==> config.mk <==
export PLATFORM = sky130hd
export DESIGN_NAME = vit_sync_ctrl_213
export DESIGN_NICKNAME = d
export VERILOG_FILES = /design/src/rtl/vit_sync_ctrl_213.sv
export SDC_FILE = /design/constraint.sdc
export NUM_CORES = 1
export LEC_CHECK = 0
export ABC_AREA = 1
export CAP_MARGIN = 20
export CORE_UTILIZATION = 45
export CTS_BUF_LIST = sky130_fd_sc_hd__clkbuf_2 sky130_fd_sc_hd__clkbuf_4 sky130_fd_sc_hd__clkbuf_8
export DETAILED_ROUTE_END_ITERATION = 8
export GPL_TIMING_DRIVEN = 0
export HOLD_SLACK_MARGIN = 0.1
export MAX_ROUTING_LAYER = met4
export PLACE_DENSITY_LB_ADDON = 0.3
export SYNTH_ARGS = -nofsm -noshare
export SYNTH_HDL_FRONTEND = slang
export SYNTH_SLANG_ARGS = --single-unit
==> constraint.sdc <==
create_clock -name clock -period 1.7 [get_ports clock]
set_input_delay 0.51 -clock clock [delete_from_list [all_inputs] [get_ports clock]]
set_output_delay 0.51 -clock clock [all_outputs]
set_load 0.01 [all_outputs]
==> src/rtl/vit_sync_ctrl_213.sv <==
// Resynchronisation controller for the (2,1,3) Viterbi decoder: tracks error density per
// window, declares lock, and steps phase/inversion hypotheses with flush and settling.
module vit_sync_ctrl_213 #(
    parameter int WIN        = 16,
    parameter int THRESH     = 4,
    parameter int LOCK_WIN   = 2,
    parameter int SETTLE_STG = 8,
    parameter int FLUSH_LEN  = 3
) (
    input  logic                             clock,
    input  logic                             reset,
    input  logic                             stage_en,
    input  logic                             sync_err,
    output logic                             slip,
    output logic                             invert,
    output logic                             flush,
    output logic                             locked,
    output logic                             lock_lost,
    output logic                             no_sync,
    output logic [1:0]                       hyp,
    output logic [$clog2(THRESH+1)-1:0]      err_cnt
);

    localparam int EW = $clog2(THRESH + 1);
    localparam int CW = $clog2(LOCK_WIN + 1);
    localparam int PW = $clog2(WIN);
    localparam int SW = (SETTLE_STG > 1) ? $clog2(SETTLE_STG) : 1;
    localparam int FW = (FLUSH_LEN > 1) ? $clog2(FLUSH_LEN) : 1;

    typedef enum logic [1:0] {
        ST_SETTLE  = 2'd0,
        ST_MONITOR = 2'd1,
        ST_SLIP    = 2'd2,
        ST_FLUSH   = 2'd3
    } state_t;

    state_t          state_q;
    logic [SW-1:0]   settle_cnt_q;
    logic [PW-1:0]   pos_q;
    logic [EW-1:0]   err_cnt_q;
    logic [CW-1:0]   clean_cnt_q;
    logic [1:0]      fail_cnt_q;
    logic [FW-1:0]   flush_cnt_q;
    logic [1:0]      hyp_q;
    logic            slip_q;
    logic            lock_lost_q;
    logic            flush_q;
    logic            locked_q;
    logic            no_sync_q;

    logic [EW-1:0]   err_cnt_d;
    logic [CW-1:0]   clean_cnt_d;

    // Saturating candidate values for the error and clean-window counters.
    always_comb begin
        err_cnt_d   = err_cnt_q;
        clean_cnt_d = clean_cnt_q;
        if (sync_err && (err_cnt_q != EW'(THRESH))) begin
            err_cnt_d = err_cnt_q + EW'(1);
        end else begin
            err_cnt_d = err_cnt_q;
        end
        if (clean_cnt_q != CW'(LOCK_WIN)) begin
            clean_cnt_d = clean_cnt_q + CW'(1);
        end else begin
            clean_cnt_d = clean_cnt_q;
        end
    end

    // Controller FSM with all outputs registered; slip actions happen on the edge entering SLIP.
    always_ff @(posedge clock) begin
        if (!reset) begin
            state_q      <= ST_SETTLE;
            settle_cnt_q <= '0;
            pos_q        <= '0;
            err_cnt_q    <= '0;
            clean_cnt_q  <= '0;
            fail_cnt_q   <= 2'd0;
            flush_cnt_q  <= '0;
            hyp_q        <= 2'd0;
            slip_q       <= 1'b0;
            lock_lost_q  <= 1'b0;
            flush_q      <= 1'b0;
            locked_q     <= 1'b0;
            no_sync_q    <= 1'b0;
        end else begin
            slip_q      <= 1'b0;
            lock_lost_q <= 1'b0;
            case (state_q)
                ST_SETTLE: begin
                    if (stage_en) begin
                        if (settle_cnt_q == SW'(SETTLE_STG - 1)) begin
                            state_q      <= ST_MONITOR;
                            settle_cnt_q <= '0;
                            pos_q        <= '0;
                            err_cnt_q    <= '0;
                        end else begin
                            settle_cnt_q <= settle_cnt_q + SW'(1);
                        end
                    end
                end
                ST_MONITOR: begin
                    if (stage_en) begin
                        // Threshold takes precedence over a coincident window end.
                        if (err_cnt_d == EW'(THRESH)) begin
                            state_q     <= ST_SLIP;
                            err_cnt_q   <= err_cnt_d;
                            slip_q      <= 1'b1;
                            hyp_q       <= hyp_q + 2'd1;
                            lock_lost_q <= locked_q;
                            locked_q    <= 1'b0;
                            clean_cnt_q <= '0;
                            fail_cnt_q  <= fail_cnt_q + 2'd1;
                            if (fail_cnt_q == 2'd3) begin
                                no_sync_q <= 1'b1;
                            end
                        end else if (pos_q == PW'(WIN - 1)) begin
                            pos_q       <= '0;
                            err_cnt_q   <= '0;
                            clean_cnt_q <= clean_cnt_d;
                            if (clean_cnt_d == CW'(LOCK_WIN)) begin
                                locked_q   <= 1'b1;
                                no_sync_q  <= 1'b0;
                                fail_cnt_q <= 2'd0;
                            end
                        end else begin
                            pos_q     <= pos_q + PW'(1);
                            err_cnt_q <= err_cnt_d;
                        end
                    end
                end
                ST_SLIP: begin
                    state_q     <= ST_FLUSH;
                    flush_q     <= 1'b1;
                    flush_cnt_q <= '0;
                end
                ST_FLUSH: begin
                    if (flush_cnt_q == FW'(FLUSH_LEN - 1)) begin
                        state_q     <= ST_SETTLE;
                        flush_q     <= 1'b0;
                        flush_cnt_q <= '0;
                    end else begin
                        flush_cnt_q <= flush_cnt_q + FW'(1);
                    end
                end
                default: begin
                    state_q <= ST_SETTLE;
                    flush_q <= 1'b0;
                end
            endcase
        end
    end

    assign slip      = slip_q;
    assign invert    = hyp_q[1];
    assign flush     = flush_q;
    assign locked    = locked_q;
    assign lock_lost = lock_lost_q;
    assign no_sync   = no_sync_q;
    assign hyp       = hyp_q;
    assign err_cnt   = err_cnt_q;

endmodule

# [Yosys cells after proc, flatten, opt, wreduce, memory -nomap -nowiden]
# Cells that the tools add are included.
[classes] n_reduce_logical=17 n_addsub=7 n_mux=38 eq_ne=18
[op_table] operator="two-way mux 2 bit" n=12
[op_table] operator="two-way mux 3 bit" n=7
[op_table] operator="two-way mux 4 bit" n=5
[op_table] operator="AND reduction 5 bit" n=3
[op_table] operator="!= test 2 bit, second input constant" n=7
[op_table] operator="AND reduction 4 bit" n=3
[op_table] operator="equality test 2 bit, second input constant" n=5
[op_table] operator="two-way mux 1 bit" n=9
[op_table] operator="AND reduction 3 bit" n=3
[op_table] operator="adder 2 x 1 -> 2 bit, second input constant" n=4
[op_table] operator="case mux 2 bit (4 select lines)" n=1
[op_table] operator="case mux 4 bit (2 select lines)" n=1
[op_table] operator="nonzero test 2 bit" n=4
[op_table] operator="adder 3 x 1 -> 3 bit, second input constant" n=2
[op_table] operator="equality test 3 bit, second input constant" n=2
[op_table] operator="case mux 3 bit (2 select lines)" n=1
[op_table] operator="adder 4 x 1 -> 4 bit, second input constant" n=1
[op_table] operator="equality test 4 bit, second input constant" n=1
[op_table] operator="case mux 2 bit (2 select lines)" n=1
[op_table] operator="AND reduction 2 bit" n=2
[op_table] operator="!= test 3 bit, second input constant" n=1
[op_table] operator="equality test 2 x 1 -> 1 bit, second input constant" n=1
[op_table] operator="logical NOT 2 bit" n=1
[op_table] operator="!= test 2 x 1 -> 1 bit, second input constant" n=1
[op_table] operator="other kinds (2)" n=2
[word_totals] input_bits=4 register_bits=25 word_cells=93 output_inout_bits=11

# [Logic depth before layout (Yosys ltp)]
# Gate-level depths: netlist of run 1.
[depth] ltp_word=7 ltp_mapped=12 ltp_nobuf=12

# [Worst setup path before layout of run 1]
# No wires, ideal clock.
[synth_timing] kind="register to register" startpoint="register err_cnt_q[0], in the netlist err_cnt[0]" endpoint="register clean_cnt_q[0]" period_less_slack_ns=1.576 stages_incl_launch_ff=9 setup_time_ns=0.113 n_path_buf=0 required_time_ns=1.587 t_arrival_ns=1.464 setup_slack_ns=0.124 path_cell_list="dfxtp_1 > inv_1 > ha_1 > nand3b_1 > nand2_2 > nand3_4 > and2_1 > nor2_1 > nor2_1"
[synth_between] elab_chain_cells=6 elab_cells_between_ends=8 classes_between="add/sub: 1; eq/ne: 2; mux: 2; reduce/logical: 3"
[synth_lines] item="from (decl)" line="40" source="logic [EW-1:0] err_cnt_q;"
[synth_lines] item="from (signal assigned)" line="107" source="err_cnt_q <= err_cnt_d;"
[synth_lines] item="from (signal assigned)" line="128" source="err_cnt_q <= err_cnt_d;"
[synth_lines] item="branches (longest 2 deep; another with adder 3 x 1 -> 3 bit)"
[synth_lines] item="two-way mux 3 bit *" line="58" source="if (sync_err && (err_cnt_q != EW'(THRESH))) begin"
[synth_lines] item="equality test 3 bit *" line="105" source="if (err_cnt_d == EW'(THRESH)) begin"
[synth_lines] item="nonzero test 2 bit (no source line)"
[synth_lines] item="AND reduction 3 bit (no source line)"
[synth_lines] item="to (signal assigned)" line="120" source="clean_cnt_q <= clean_cnt_d;"
[synth_lines] item="to (decl)" line="41" source="logic [CW-1:0] clean_cnt_q;"
# Every way passes the cells marked *.
# A chain may end at the register's enable or synchronous reset.

# [Final worst setup path of run 1]
[layout_timing] startpoint="register hyp_q[1], in the netlist hyp[1]" endpoint="output hyp[1]"
[layout_rtl] item="from (decl)" line="44" source="logic [1:0] hyp_q;"
[layout_rtl] item="from (signal assigned)" line="109" source="hyp_q <= hyp_q + 2'd1;"
[layout_rtl] item="to (decl)" line="20" source="output logic [1:0] hyp,"
# No word-level cell between the ends.

==> metrics, run 1 <==
Slew headroom 0.8240; row cnt 19; post-synthesis instance total 174; Worst VDD drop 0.2992 mV; Simple-Gate Fraction of Synth Area 0.2916; Worst-Margin Slew 0.2637 ns; die height 57.33 um; Clock transition at path regs 0.15 ns; Flop pwr share 0.627; HPWL after detailed placement 2084 um; Hold-fix buffers, CTS 0; Yosys reg bits 25; first-pass GRT wire length 4899 um; fmax 632.4 MHz; vias per inst 5.180; synth unique cells 27; Pre-antenna DRT Iters 6; Int Pwr 0.7094 mW; gr usage total 0.1950; failing checks DRC; Post-Synth XOR/XNOR Area 0.01907; Clk pwr share 0.296; nets@finish 214; worst setup margin 0.1188 ns; setup tns final 0 ns; area occupied by registers 511.7 um^2; Worst Skew 0.005610 ns; post-route minimum period 1.581 ns; initial antenna violation count 0; multi-input logic area 802.0 um^2; Core ar. 0.002829 mm^2; Synth Area in Adders 0.1090; Vias 1181; share of cells above drive strength 1 0.2792; io pins 15; vias in the first global route 1207; crit path max fanout 3; CTS tree built; later-pin clock latency in the skew report 0.32 ns; worst setup path class reg2out; r2r startpoint state_q[0]; RSZ-0062 raised after global routing true; power per cell area 575.8 mW/mm^2; status complete, but fails checks; register-to-register setup slack 0.12 ns; net load switching power 0.2467 mW; Final Slew Violations 0; Worst Path Required 1.19 ns; synthesis warning total 0; Seq/Total Area, Yosys 0.3633; CP Capture Type output pin; Net Sw Frac 0.2580; multiplexer share of the synthesized area 0; syn_area_per_cell 7.917 um^2; Final Cycle Share 0.9301; number of H-tree levels 1; P&R area growth vs syn 20.53%; ant diodes 0; CTS Buffer Depth 2; reg2reg end pos_q[3]; min-delay worst type reg2reg; min-delay src locked; Congestion Overflow GR 0; Starting Density 0.4870; combinational power share 0.077; hold worst-path end lock_lost; Reg2Reg Depth 9; drt total wl 2757 um; CP startpoint kind flip-flop; cell area after synthesis 0.001378 mm^2; total CTS buffers 3; fillers 258; leakage 0.7294 nW; Routed WL per cell 12.09 um; GPL Wtd Cong 0.7455; clk root buf clkbuf_4; worst slack, placed -0.2641 ns; IO Port Bufs 13; initial DRC count 28; largest net degree at the start of global routing 16; WHS 0.4524 ns; Net Count, Synth 190; Worst Hold Depth 2; Arr. time, crit path 1.07 ns; # setup viols final 0; DRC Markers 1; CTS Sinks 25; Synth Area in Compound Gates 0.1344; Die X 57.33 um; post-route ant nets 0; Die ar. 0.003287 mm^2; combinational family with the most area after synthesis simple AND/OR/NAND/NOR gates; final hold vios 0; max-cap violations 0
## worst max-delay path, cell delays in order (launching register included)
cell	delay, ns
dfxtp_2	0.35
buf_4	0.12
dlygate4sd2_1	0.27
## through the flow
step,power [mW],instances,utilization,area [um^2]
6_report,0.9561,228,0.5869,1660
5_1_grt,0.9952,228,0.5869,1660
4_1_cts,0.9596,225,0.5630,1593
3_3_place_gp,0.6818,218,0.5467,1546
2_1_floorplan,0.6615,174,-,1378
3_5_place_dp,0.6852,218,0.5467,1546
## cells in the final DEF (no fill, tap or decap), drive strengths merged
master,n
a211oi,2
a21oi,20
and2,1
buf,9
clkbuf,3
clkdlybuf4s50,1
clkinvlp,1
dfxtp,25
dlygate4sd2,11
dlymetal6s2s,1
ha,12
inv,25
nand2,41
nand3,16
nand3b,1
nand4,5
nor2,12
o21ai,8
xnor2,1
xor2,2
## layout make-up
type | instances | share of cell area
timing repair buffer | 19 | 0.09872
clock buffer | 3 | 0.01356
buffer | 3 | 0.01055
multi-input combinational | 121 | 0.4830
clock inverter | 1 | 0.004521
tap | 31 | 0.02336
inverter | 25 | 0.05803
sequential | 25 | 0.3082
## Yosys cell counts
master	count	area, um^2
nand3b_1	1	7.510
inv_1	21	78.83
a21oi_1	15	75.07
inv_4	1	6.260
nand2_1	30	112.6
dfxtp_1	25	500.5
o21ai_1	2	10.01
nor2_4	1	11.26
o21ai_0	5	25.02
buf_2	2	10.01
xnor2_1	1	8.760
ha_1	12	150.1
o21ai_4	1	16.27
nor2_1	11	41.29
nand2_4	2	22.52
xor2_1	2	17.52
and2_1	1	6.260
inv_2	3	11.26
nand3_1	14	70.07
nand2_2	9	56.30
buf_4	1	7.510
nand3_2	1	10.01
nand4_4	1	21.27
nand3_4	1	17.52
a211oi_1	2	15.01
a21oi_2	5	43.79
nand4_1	4	25.02
## sequential cells by signal, summed over array words and instances (netlist names), 2 cells and up
register,flops
flush_cnt_q,2
pos_q,4
fail_cnt_q,2
err_cnt,3
clean_cnt_q,2
hyp,2
state_q,2
settle_cnt_q,3
## power by group through the flow
stage          combinational [mW]  clock (mW)  sequential [mW]
2_1_floorplan              0.0473           0            0.614
3_3_place_gp               0.0683           0            0.614
3_5_place_dp               0.0711           0            0.614
4_1_cts                    0.0708       0.288            0.601
5_1_grt                    0.0829       0.311            0.601
6_report                   0.0735       0.283            0.599
## logic make-up after synthesis
logic type | after synthesis
AOI/OAI and AO/OA | 30
xor gates and xnor gates | 3
DFF | 25
and+or+nand+nor | 76
buffers and inverters | 28
adders and majority gates | 12
## worst max-delay path by stage
stage,from,end,slack [ns]
global placement,sync_err,fail_cnt_q[1],-0.23
CTS,state_q[0],pos_q[3],0.02
global route,err_cnt[1],pos_q[1],-0.009
finish,hyp[1],hyp[1],0.12
floorplan,err_cnt[0],clean_cnt_q[0],0.12
detailed placement,sync_err,state_q[1],-0.26
## routing by layer
layer  vias up  routed length [um]  global-route usage
met5         -                   0                   -
met4         0                  26             0.05923
met3         4                  47             0.02721
met2        12                1477              0.3613
met1       552                1205              0.2147
li1        613                   -                   -
## timing repair
item | 4_1_cts | 5_1_grt
endpoints found under the hold margin | 0 | 0
endpoints found under the setup margin | 11 | 14
buffers inserted | 3 | 3
gates resized for setup | 17 | 14
pin swaps | 0 | 7
Note: power is estimated with default switching activity, not from simulation.
==> inputs of run 2 (changes only) <==
==> constraint.sdc (replaced) <==
create_clock -name clock -period 1.7 [get_ports clock]
set_input_delay 0.51 -clock clock [delete_from_list [all_inputs] [get_ports clock]]
set_output_delay 0.51 -clock clock [all_outputs]
set_load 0.05 [all_outputs]
==> run 2 against run 1 <==
Compared with the run above:
- the flow still finishes with violations (DRC)
- non-clock buffer count stayed put
- hold slack better by 0.010 ns
- critical path depth is 1 lower
- core utilization is 0.22 points lower
- via count is 0.76% higher
- clock-buffer cell count is 1 higher
- clock skew is 0.0048 ns lower
- highest routed layer unchanged
==> metrics, run 2 (synthesized netlist as in run 1, its figures left out) <==
total CTS buffers 3; reg2reg end pos_q[0]; Net Sw Frac 0.2480; row cnt 19; worst setup margin 0.07040 ns; Die ar. 0.003287 mm^2; share of cells above drive strength 1 0.3147; die height 57.33 um; CP startpoint kind flip-flop; Worst Skew 0.0008280 ns; area occupied by registers 508.0 um^2; worst slack, placed -0.2555 ns; Hold-fix buffers, CTS 0; GR Layer Usage met2 0.3445; min-delay worst type reg2reg; CP max-delay cell dfxtp_1; post-route minimum period 1.630 ns; power per cell area 584.8 mW/mm^2; r2r startpoint err_cnt[0]; # setup viols final 0; critical path cell sequence clkdlybuf4s15_2; Placed Cells 218; CP peak stage delay 0.41 ns; commonest non-fill, non-tap cell in the layout nand2_1; ant diodes 0; gr usage total 0.1911; Clock transition at path regs 0.14 ns; CP Capture Type output pin; max-cap violations 0; grt met1 use 0.2065; Slew headroom 0.8158; HPWL after detailed placement 2108 um; crit path from err_cnt[2]; Worst VDD drop 0.3326 mV; Core ar. 0.002829 mm^2; register-to-register setup slack 0.10 ns; Flop pwr share 0.620; final instance area 0.001654 mm^2; clk root buf clkbuf_4; crit path max fanout 4; CTS tree built; net load switching power 0.2399 mW; Biggest register pos_q; Final Non-Filler Cells 228; met3 Use GR 0.02721; vias per inst 5.219; IO Port Bufs 13; fillers 271; multi-input logic area 800.8 um^2; largest net degree at the start of global routing 14; P&R area growth vs syn 20.07%; Largest register FFs 4; GPL Wtd Cong 0.7516; vias in the first global route 1194; Final Cycle Share 0.9586; Final Slew Violations 0; final hold vios 0; number of H-tree levels 1; most frequent cells in the layout nand2_1, dfxtp_1, inv_1; status complete, but fails checks; worst path bufs/invs 1; worst setup path class reg2out; Congestion Overflow GR 0; hold worst-path end lock_lost; delay-heaviest family, CP flip-flops; Reg2Reg Depth 9; drt total wl 2775 um; Arr. time, crit path 1.12 ns; combinational power share 0.083; failing checks DRC; Vias 1190; CTS Buffer Depth 2; initial antenna violation count 0; Routed WL per cell 12.17 um; Post-DP Area 0.001549 mm^2; Worst Path Required 1.19 ns; io pins 15; initial DRC count 22; Die X 57.33 um; fmax 613.6 MHz; Final Total Pwr 0.9673 mW; Worst Hold Depth 2; Starting Density 0.4870; Pre-antenna DRT Iters 6; nets@finish 214; DRC Markers 1; CTS Sinks 25; post-route ant nets 0; leakage 0.6940 nW; busiest grt layer met2; final core occ 0.5847; later-pin clock latency in the skew report 0.31 ns; Clk pwr share 0.296; min-delay src locked; first-pass GRT wire length 4754 um; Int Pwr 0.7274 mW; Worst-Margin Slew 0.2760 ns
run 2: changes by cell type in the layout (fill, tap and decap cells not counted), moves of 2 or more:
cell             before  now
nand2_2              10    8
inv_1                17   19
dlygate4sd2_1        11    0
dfxtp_1              18   21
dfxtp_2               6    3
clkdlybuf4s15_2       0    6
inv_2                 7    5
clkbuf_2              0    3
run 2: power by group through the flow:
| stage | logic [mW] | registers (mW) | clock network, mW |
|---|---|---|---|
| after floorplan | 0.0473 | 0.622 | 0 |
| after global placement | 0.0761 | 0.614 | 0 |
| after detailed placement | 0.0794 | 0.614 | 0 |
| after CTS | 0.0783 | 0.602 | 0.293 |
| after global routing | 0.0898 | 0.602 | 0.324 |
| final | 0.0807 | 0.600 | 0.286 |
run 2: how the worst max path moves through the flow:
stage / endpoint / slack (ns) / cells past startpoint
after floorplan: clean_cnt_q[0] / 0.008 / 8
after global placement: fail_cnt_q[1] / -0.22 / 8
after detailed placement: state_q[1] / -0.26 / 8
after CTS: slip / 0.007 / 1
after global routing: err_cnt[0] / -0.01 / 8
final: err_cnt[2] / 0.07 / 1
run 2: layout make-up:
cell class,instances,area share
inverter,25,0.05824
clock buffer,4,0.01815
multi-input combinational,121,0.4841
tap,31,0.02345
sequential,25,0.3071
timing repair buffer,19,0.09834
buffer,3,0.01059
run 2: timing repair:
action / in CTS / in global routing
resized for setup: 27 / 21
buffers inserted: 0 / 6
pin swaps: 0 / 10
endpoints found under the hold margin: 0 / 0
setup endpoints to repair: 11 / 17
run 2: through the flow:
| stage | setup TNS (ns) | hold WS [ns] |
|---|---|---|
| after floorplan | 0 | 0.4391 |
| after global placement | -3.243 | 0.4313 |
| after detailed placement | -3.793 | 0.4415 |
| after CTS | 0 | 0.4625 |
| after global routing | -0.01709 | 0.4719 |
| final | 0 | 0.4624 |
run 2: layer usage:
metal | vias up | routed length (um)
met5 | - | 0
met3 | 4 | 56
met4 | 0 | 29
li1 | 612 | -
met2 | 14 | 1523
met1 | 560 | 1165
